`src/rtl/decode_regfile_pkg.sv`:
```
// Shared definitions for the decode-stage register file and its pending-write scoreboard.
// Register addresses are MIPS-style 5-bit fields; $0 is hardwired to zero.
package decode_regfile_pkg;

    localparam int ADDR_W = 5;

    localparam logic [ADDR_W-1:0] REG_ZERO = 5'd0;
    localparam logic [ADDR_W-1:0] REG_RA   = 5'h1f;

    localparam int DEF_DATA_W = 32;
    localparam int DEF_NREGS  = 32;
    localparam int DEF_CNT_W  = 2;

    // True when an enabled port targets a real (non-$0) register matching addr.
    function automatic logic port_hit(input logic              en,
                                      input logic [ADDR_W-1:0] port_addr,
                                      input logic [ADDR_W-1:0] addr);
        return en && (port_addr != REG_ZERO) && (port_addr == addr);
    endfunction

endpackage

```
`src/rtl/decode_regfile_reg_scoreboard.sv`:
```
// Per-register pending-write counters: incremented on issue, decremented on writeback.
// Reports source hazards, destination saturation and a sticky underflow error.
module reg_scoreboard
    import decode_regfile_pkg::*;
#(
    parameter int NREGS = DEF_NREGS,
    parameter int CNT_W = DEF_CNT_W
) (
    input  logic              clk_i,
    input  logic              rst_n_i,
    input  logic              issue_fire_i,
    input  logic              issue_rwe_i,
    input  logic [ADDR_W-1:0] issue_d_i,
    input  logic              wb_rwe_i,
    input  logic [ADDR_W-1:0] wb_d_i,
    input  logic [ADDR_W-1:0] rs_addr_i,
    input  logic [ADDR_W-1:0] rt_addr_i,
    output logic              rs_busy_o,
    output logic              rt_busy_o,
    output logic              dst_sat_o,
    output logic              sb_err_o
);

    localparam logic [CNT_W-1:0] CNT_MAX = '1;

    logic [CNT_W-1:0] cnt_q [NREGS];
    logic [CNT_W-1:0] cnt_d [NREGS];
    logic             sb_err_q;
    logic             sb_err_d;
    logic             inc;
    logic             dec;
    logic [CNT_W-1:0] rs_eff;
    logic [CNT_W-1:0] rt_eff;

    assign inc = issue_fire_i && issue_rwe_i && (issue_d_i != REG_ZERO);
    assign dec = wb_rwe_i && (wb_d_i != REG_ZERO);

    always_comb begin
        for (int i = 0; i < NREGS; i++) begin
            cnt_d[i] = cnt_q[i];
            if (port_hit(inc, issue_d_i, ADDR_W'(i)) && !port_hit(dec, wb_d_i, ADDR_W'(i))) begin
                cnt_d[i] = cnt_q[i] + 1'b1;
            end else if (port_hit(dec, wb_d_i, ADDR_W'(i)) && !port_hit(inc, issue_d_i, ADDR_W'(i))
                         && (cnt_q[i] != '0)) begin
                cnt_d[i] = cnt_q[i] - 1'b1;
            end
        end
        sb_err_d = sb_err_q | (dec && (cnt_q[wb_d_i] == '0));
    end

    // The value retiring this cycle is bypassed, so it no longer counts as pending.
    assign rs_eff = cnt_q[rs_addr_i] - CNT_W'(port_hit(dec, wb_d_i, rs_addr_i));
    assign rt_eff = cnt_q[rt_addr_i] - CNT_W'(port_hit(dec, wb_d_i, rt_addr_i));

    assign rs_busy_o = (rs_addr_i != REG_ZERO) && (rs_eff != '0);
    assign rt_busy_o = (rt_addr_i != REG_ZERO) && (rt_eff != '0);
    assign dst_sat_o = issue_rwe_i && (issue_d_i != REG_ZERO) && (cnt_q[issue_d_i] == CNT_MAX);
    assign sb_err_o  = sb_err_q;

    always_ff @(posedge clk_i or negedge rst_n_i) begin
        if (!rst_n_i) begin
            for (int i = 0; i < NREGS; i++) begin
                cnt_q[i] <= '0;
            end
            sb_err_q <= 1'b0;
        end else begin
            for (int i = 0; i < NREGS; i++) begin
                cnt_q[i] <= cnt_d[i];
            end
            sb_err_q <= sb_err_d;
        end
    end

endmodule

```
`src/rtl/decode_regfile.sv`:
```
// Decode-stage register file: write-first bypassed read ports, writeback sink,
// and the stall decision built from the pending-write scoreboard.
module decode_regfile
    import decode_regfile_pkg::*;
#(
    parameter int DATA_W = DEF_DATA_W,
    parameter int NREGS  = DEF_NREGS,
    parameter int CNT_W  = DEF_CNT_W
) (
    input  logic              clock,
    input  logic              reset_n,
    input  logic [ADDR_W-1:0] rs_addr,
    input  logic [ADDR_W-1:0] rt_addr,
    input  logic              rs_used,
    input  logic              rt_used,
    input  logic              issue_valid,
    input  logic              issue_rwe,
    input  logic [ADDR_W-1:0] issue_d,
    output logic [DATA_W-1:0] rsval,
    output logic [DATA_W-1:0] rtval,
    output logic              stall,
    input  logic              wb_rwe,
    input  logic [ADDR_W-1:0] wb_d,
    input  logic [DATA_W-1:0] wb_rdval,
    output logic              sb_err
);

    logic [DATA_W-1:0] regs_q [NREGS];
    logic              wb_we;
    logic              issue_fire;
    logic              rs_busy;
    logic              rt_busy;
    logic              dst_sat;

    assign wb_we = wb_rwe && (wb_d != REG_ZERO);

    always_ff @(posedge clock or negedge reset_n) begin
        if (!reset_n) begin
            for (int i = 0; i < NREGS; i++) begin
                regs_q[i] <= '0;
            end
        end else if (wb_we) begin
            regs_q[wb_d] <= wb_rdval;
        end
    end

    assign rsval = (rs_addr == REG_ZERO)         ? '0       :
                   port_hit(wb_rwe, wb_d, rs_addr) ? wb_rdval : regs_q[rs_addr];
    assign rtval = (rt_addr == REG_ZERO)         ? '0       :
                   port_hit(wb_rwe, wb_d, rt_addr) ? wb_rdval : regs_q[rt_addr];

    assign stall = issue_valid && ((rs_used && rs_busy) || (rt_used && rt_busy) || dst_sat);
    assign issue_fire = issue_valid && !stall;

    reg_scoreboard #(
        .NREGS (NREGS),
        .CNT_W (CNT_W)
    ) u_scoreboard (
        .clk_i        (clock),
        .rst_n_i      (reset_n),
        .issue_fire_i (issue_fire),
        .issue_rwe_i  (issue_rwe),
        .issue_d_i    (issue_d),
        .wb_rwe_i     (wb_rwe),
        .wb_d_i       (wb_d),
        .rs_addr_i    (rs_addr),
        .rt_addr_i    (rt_addr),
        .rs_busy_o    (rs_busy),
        .rt_busy_o    (rt_busy),
        .dst_sat_o    (dst_sat),
        .sb_err_o     (sb_err)
    );

endmodule

```
`config.mk`:
```
export PLATFORM = sky130hd
export DESIGN_NAME = decode_regfile
export DESIGN_NICKNAME = d
export VERILOG_FILES = /design/src/rtl/decode_regfile_pkg.sv /design/src/rtl/decode_regfile_reg_scoreboard.sv /design/src/rtl/decode_regfile.sv
export SDC_FILE = /design/constraint.sdc
export NUM_CORES = 2
export LEC_CHECK = 0
export CORE_AREA = 8 8 316 318
export CTS_CLUSTER_DIAMETER = 150
export DETAILED_ROUTE_END_ITERATION = 16
export DIE_AREA = 0 0 324 326
export PLACE_DENSITY = 0.78
export SLEW_MARGIN = 25
export SYNTH_ARGS = -nofsm -noshare
export SYNTH_HDL_FRONTEND = slang
export SYNTH_HIERARCHICAL = 1
export SYNTH_SLANG_ARGS = --single-unit
export TNS_END_PERCENT = 5
```
`constraint.sdc`:
```
create_clock -name clock -period 6.7 [get_ports clock]
set_input_delay 1.34 -clock clock [delete_from_list [all_inputs] [get_ports clock]]
set_output_delay 1.34 -clock clock [all_outputs]
set_load 0.01 [all_outputs]
```
==> impl_metrics.py <==
metrics = {
    "yosys": {
        "syn_avg_cell_area_sq_um": 13.4,
        "synthCells": 4534,
        "yosysTopAreaCell": "dfrtp_1",
        "synth_edf_count": 0,
        "synth.top_cell.area_share_pct": 44.7,
        "synth.area.top_cells": "dfrtp_1, mux2_2, mux4_2, mux2i_1, clkbuf_1",
        "synth-seq-cells": 1089,
        "synth_nets": 4593,
        "netlist_area_sq_mm": 0.0610,
        "ys_warn_count": 6,
        "synthArstFlopShare_pct": 100,
        "ys.flop_type": "dfrtp_1",
        "ys_types": 64,
        "ys_seq_area_share_pct": 44.7,
    },
    "timing": {
        "max_freq_mhz": 160,
        "maxSlewViolCount": 0,
        "finalCritPeriodShare_pct": 93.4,
        "setup_tns_ps": 0,
        "slew-limit-headroom_pct": 21.3,
        "fin_hold_ws_ps": 392,
        "worst_pin_slew_ps": 1180,
        "min_period_ps": 6260,
        "finalHoldViolCount": 0,
        "setup_viol": 0,
        "rsz0062_at_grt": "no",
        "finClkSkew_ps": 24.2,
    },
    "global_routing": {
        "grt_overflow": 0,
        "first_global_vias": 44300,
        "grt_max_degree": 162,
        "track_usage_pct": 36.2,
        "grt_pass1_wl_mm": 288,
        "antenna_found_initial": 8,
    },
    "route": {
        "totalWireLength_mm": 193,
        "wl_met3_mm": 21.8,
        "postRouteAntennaNets": 0,
        "drc": 0,
        "top_layer": "met5",
        "met2_length_mm": 87.7,
        "dr.pass1.iters": 6,
        "avgRoutedWirePerCell_um": 33.1,
        "initialDrtViolationCount": 5708,
        "vias": 43700,
        "wl_met1_mm": 71.3,
        "drt-vias-per-instance": 7.50,
    },
    "die": {
        "initial_core_util_pct": 64.5,
        "rows": 113,
        "ios": 125,
        "die_y_um": 326,
        "core-area_sq_mm": 0.0944,
        "die_area_sq_mm": 0.106,
        "die_w_um": 324,
    },
    "final_layout": {
        "syn2layout_area_growth_pct": 10.4,
        "fin_area_sq_mm": 0.0673,
        "nets": 4523,
        "drive_gt1_share_pct": 41.2,
    },
    "power": {
        "p_comb_share_pct": 20.7,
        "ir_worst_vdd_uv": 203,
        "p_clk_share_pct": 33.9,
        "p_per_area_mw_per_mm2": 287,
        "swShare_pct": 28.0,
        "seq_power_share_pct": 45.4,
        "p_int_mw": 13.9,
        "switchingPower_mw": 5.41,
        "power_leakage_nw": 28.8,
    },
    "critical_path": {
        "critical_path_required_ps": 5360,
        "start_kind": "input port",
        "cp_max_fo": 17,
        "r2r_slack_ps": 2480,
        "cp.arrival_ps": 4920,
        "critPathKind": "input port to output pin",
        "end_kind": "output pin",
    },
    "job": {
        "cap_viol_max_count": 0,
    },
    "placed_design": {
        "dp_hpwl_mm": 116,
        "gp_congestion": 0.916,
        "postPlaceCellArea_sq_mm": 0.0635,
        "port_buffers": 124,
    },
    "clocking": {
        "cts-htree-levels": 3,
        "cts_repair_resize_count": 0,
        "clkSlewWorstSetupHoldPaths_ps": 60,
        "clk_latency_ps": 710,
        "clk_path_buf_depth": 3,
        "cts_tree": "built",
        "cts_buffers": 113,
        "cts_root_buf": "clkbuf_16",
        "cts_setup_buffers": 0,
        "clkSinkCount": 1089,
        "cts_hold_buf": 0,
    },
    "outcome": {
        "status": "finished clean",
    },
    "min_path": {
        "hold_class": "register to register",
    },
}
==> Yosys cell counts, drive strengths merged, types with 62 or more instances <==
cell type,count
a211oi,76
a21oi,102
a22oi,62
buf,222
clkbuf,263
dfrtp,1089
mux2,1033
mux2i,337
mux4,400
nand2,126
nor2,157
o21ai,84
o221ai,67
==> power by group through the flow <==
stage / Sequential [mW] / Clock, mW / Combinational (mW)
final: 8.77 / 6.54 / 4.01
after global routing: 8.90 / 6.85 / 4.25
after CTS: 8.71 / 6.58 / 3.98
after detailed placement: 8.82 / 0 / 3.96
after global placement: 8.71 / 0 / 3.84
after floorplan: 8.48 / 0 / 2.96
==> worst paths after layout <==
path,startpoint,end,depth (start not counted)
max,wb_d[2],rtval[3],8
min,regs_q[1001],regs_q[1001],0
max reg2reg,u_scoreboard/cnt_q[36],u_scoreboard/cnt_q[56],13
min reg2reg,regs_q[1001],regs_q[1001],0
max in group asynchronous,reset_n,regs_q[322],2
min in group asynchronous,reset_n,regs_q[248],1
==> area by class of cell <==
class / count / area (sq um)
diodes: 3 / 7.51
flip-flops and latches: 1089 / 27300
inverters: 24 / 90.1
fillers: 6379 / 27200
multi-input cells: 2936 / 31600
well taps: 1265 / 1580
repair buffers: 300 / 2900
clock inverters: 41 / 487
clock buffers: 171 / 3370
==> state kept, by name, indices dropped and copies added (netlist names) <==
signal,cells
u_scoreboard/sb_err_o,1
u_scoreboard/cnt_q,64
regs_q,1024
==> logic make-up (layout without fill, tap and decap cells) <==
| family | count (synthesis) | in the layout | synth area share [%] |
|---|---|---|---|
| mux | 1770 | 1770 | 39.4 |
| xor+xnor | 22 | 22 | 0.316 |
| flops | 1089 | 1089 | 44.7 |
| other cells | 0 | 3 | 0 |
| simple gates | 505 | 505 | 3.99 |
| compound gates | 639 | 639 | 7.74 |
| buf+inv | 509 | 536 | 3.86 |
==> metrics by stage <==
step / setup slack [ps] / util [%] / total power [mW] / std cells
6_report: 445 / 71.3 / 19.3 / 5829
2_1_floorplan: 2110 / - / 11.4 / 4534
5_1_grt: 435 / 71.3 / 20.0 / 5829
3_5_place_dp: 642 / 67.2 / 12.8 / 5614
4_1_cts: 602 / 71.3 / 19.3 / 5826
3_3_place_gp: 684 / 67.2 / 12.6 / 5613
==> placed cells by master, fill, tap and decap left out, types with 11 or more instances in the layout <==
cell             Yosys  routed
clkdlybuf4s50_1      0     103
nand2b_1            13      13
mux2_2            1033    1033
a22oi_1             62      62
nand2_1            126     111
a2111oi_0           11      11
o22ai_1             25      25
mux2i_1            337     337
nor3_1              32      30
buf_12               0      28
a22o_1              12      12
o211ai_1            21      21
nor2_4               0      18
xnor2_1             17      17
clkbuf_1           263      28
clkbuf_8             0      30
o221ai_1            67      67
nand2_2              0      14
a221o_1             46      46
a21oi_1            102     101
nor2b_1             35      30
a311oi_1            11      11
buf_4               33     148
nand3_1             61      61
mux4_2             400     400
nand3b_1            20      20
and3_1              12      12
inv_1               24      23
o21ai_0             59      59
nor2_1             157     138
dfrtp_1           1089    1089
a221oi_1            36      36
o21ai_1             25      25
a32o_1              32      32
clkinv_2             0      23
a211oi_1            76      76
buf_2              109      12
clkbuf_16            0     115
==> routing by layer <==
metal	vias up	GRT usage, %
met2	2906	54.9
met5	-	0
met3	723	8.72
met1	22700	48.6
li1	17300	-
met4	8	18.9
==> worst max-delay path, stage by stage <==
cell             delay [ps]
clkdlybuf4s50_1         420
nor3_1                  700
nor3b_2                 490
nor3_2                  100
buf_4                   260
nor2_1                  530
a221o_1                 410
clkdlybuf4s50_1         610
Note: power is estimated with default switching activity, not from simulation.
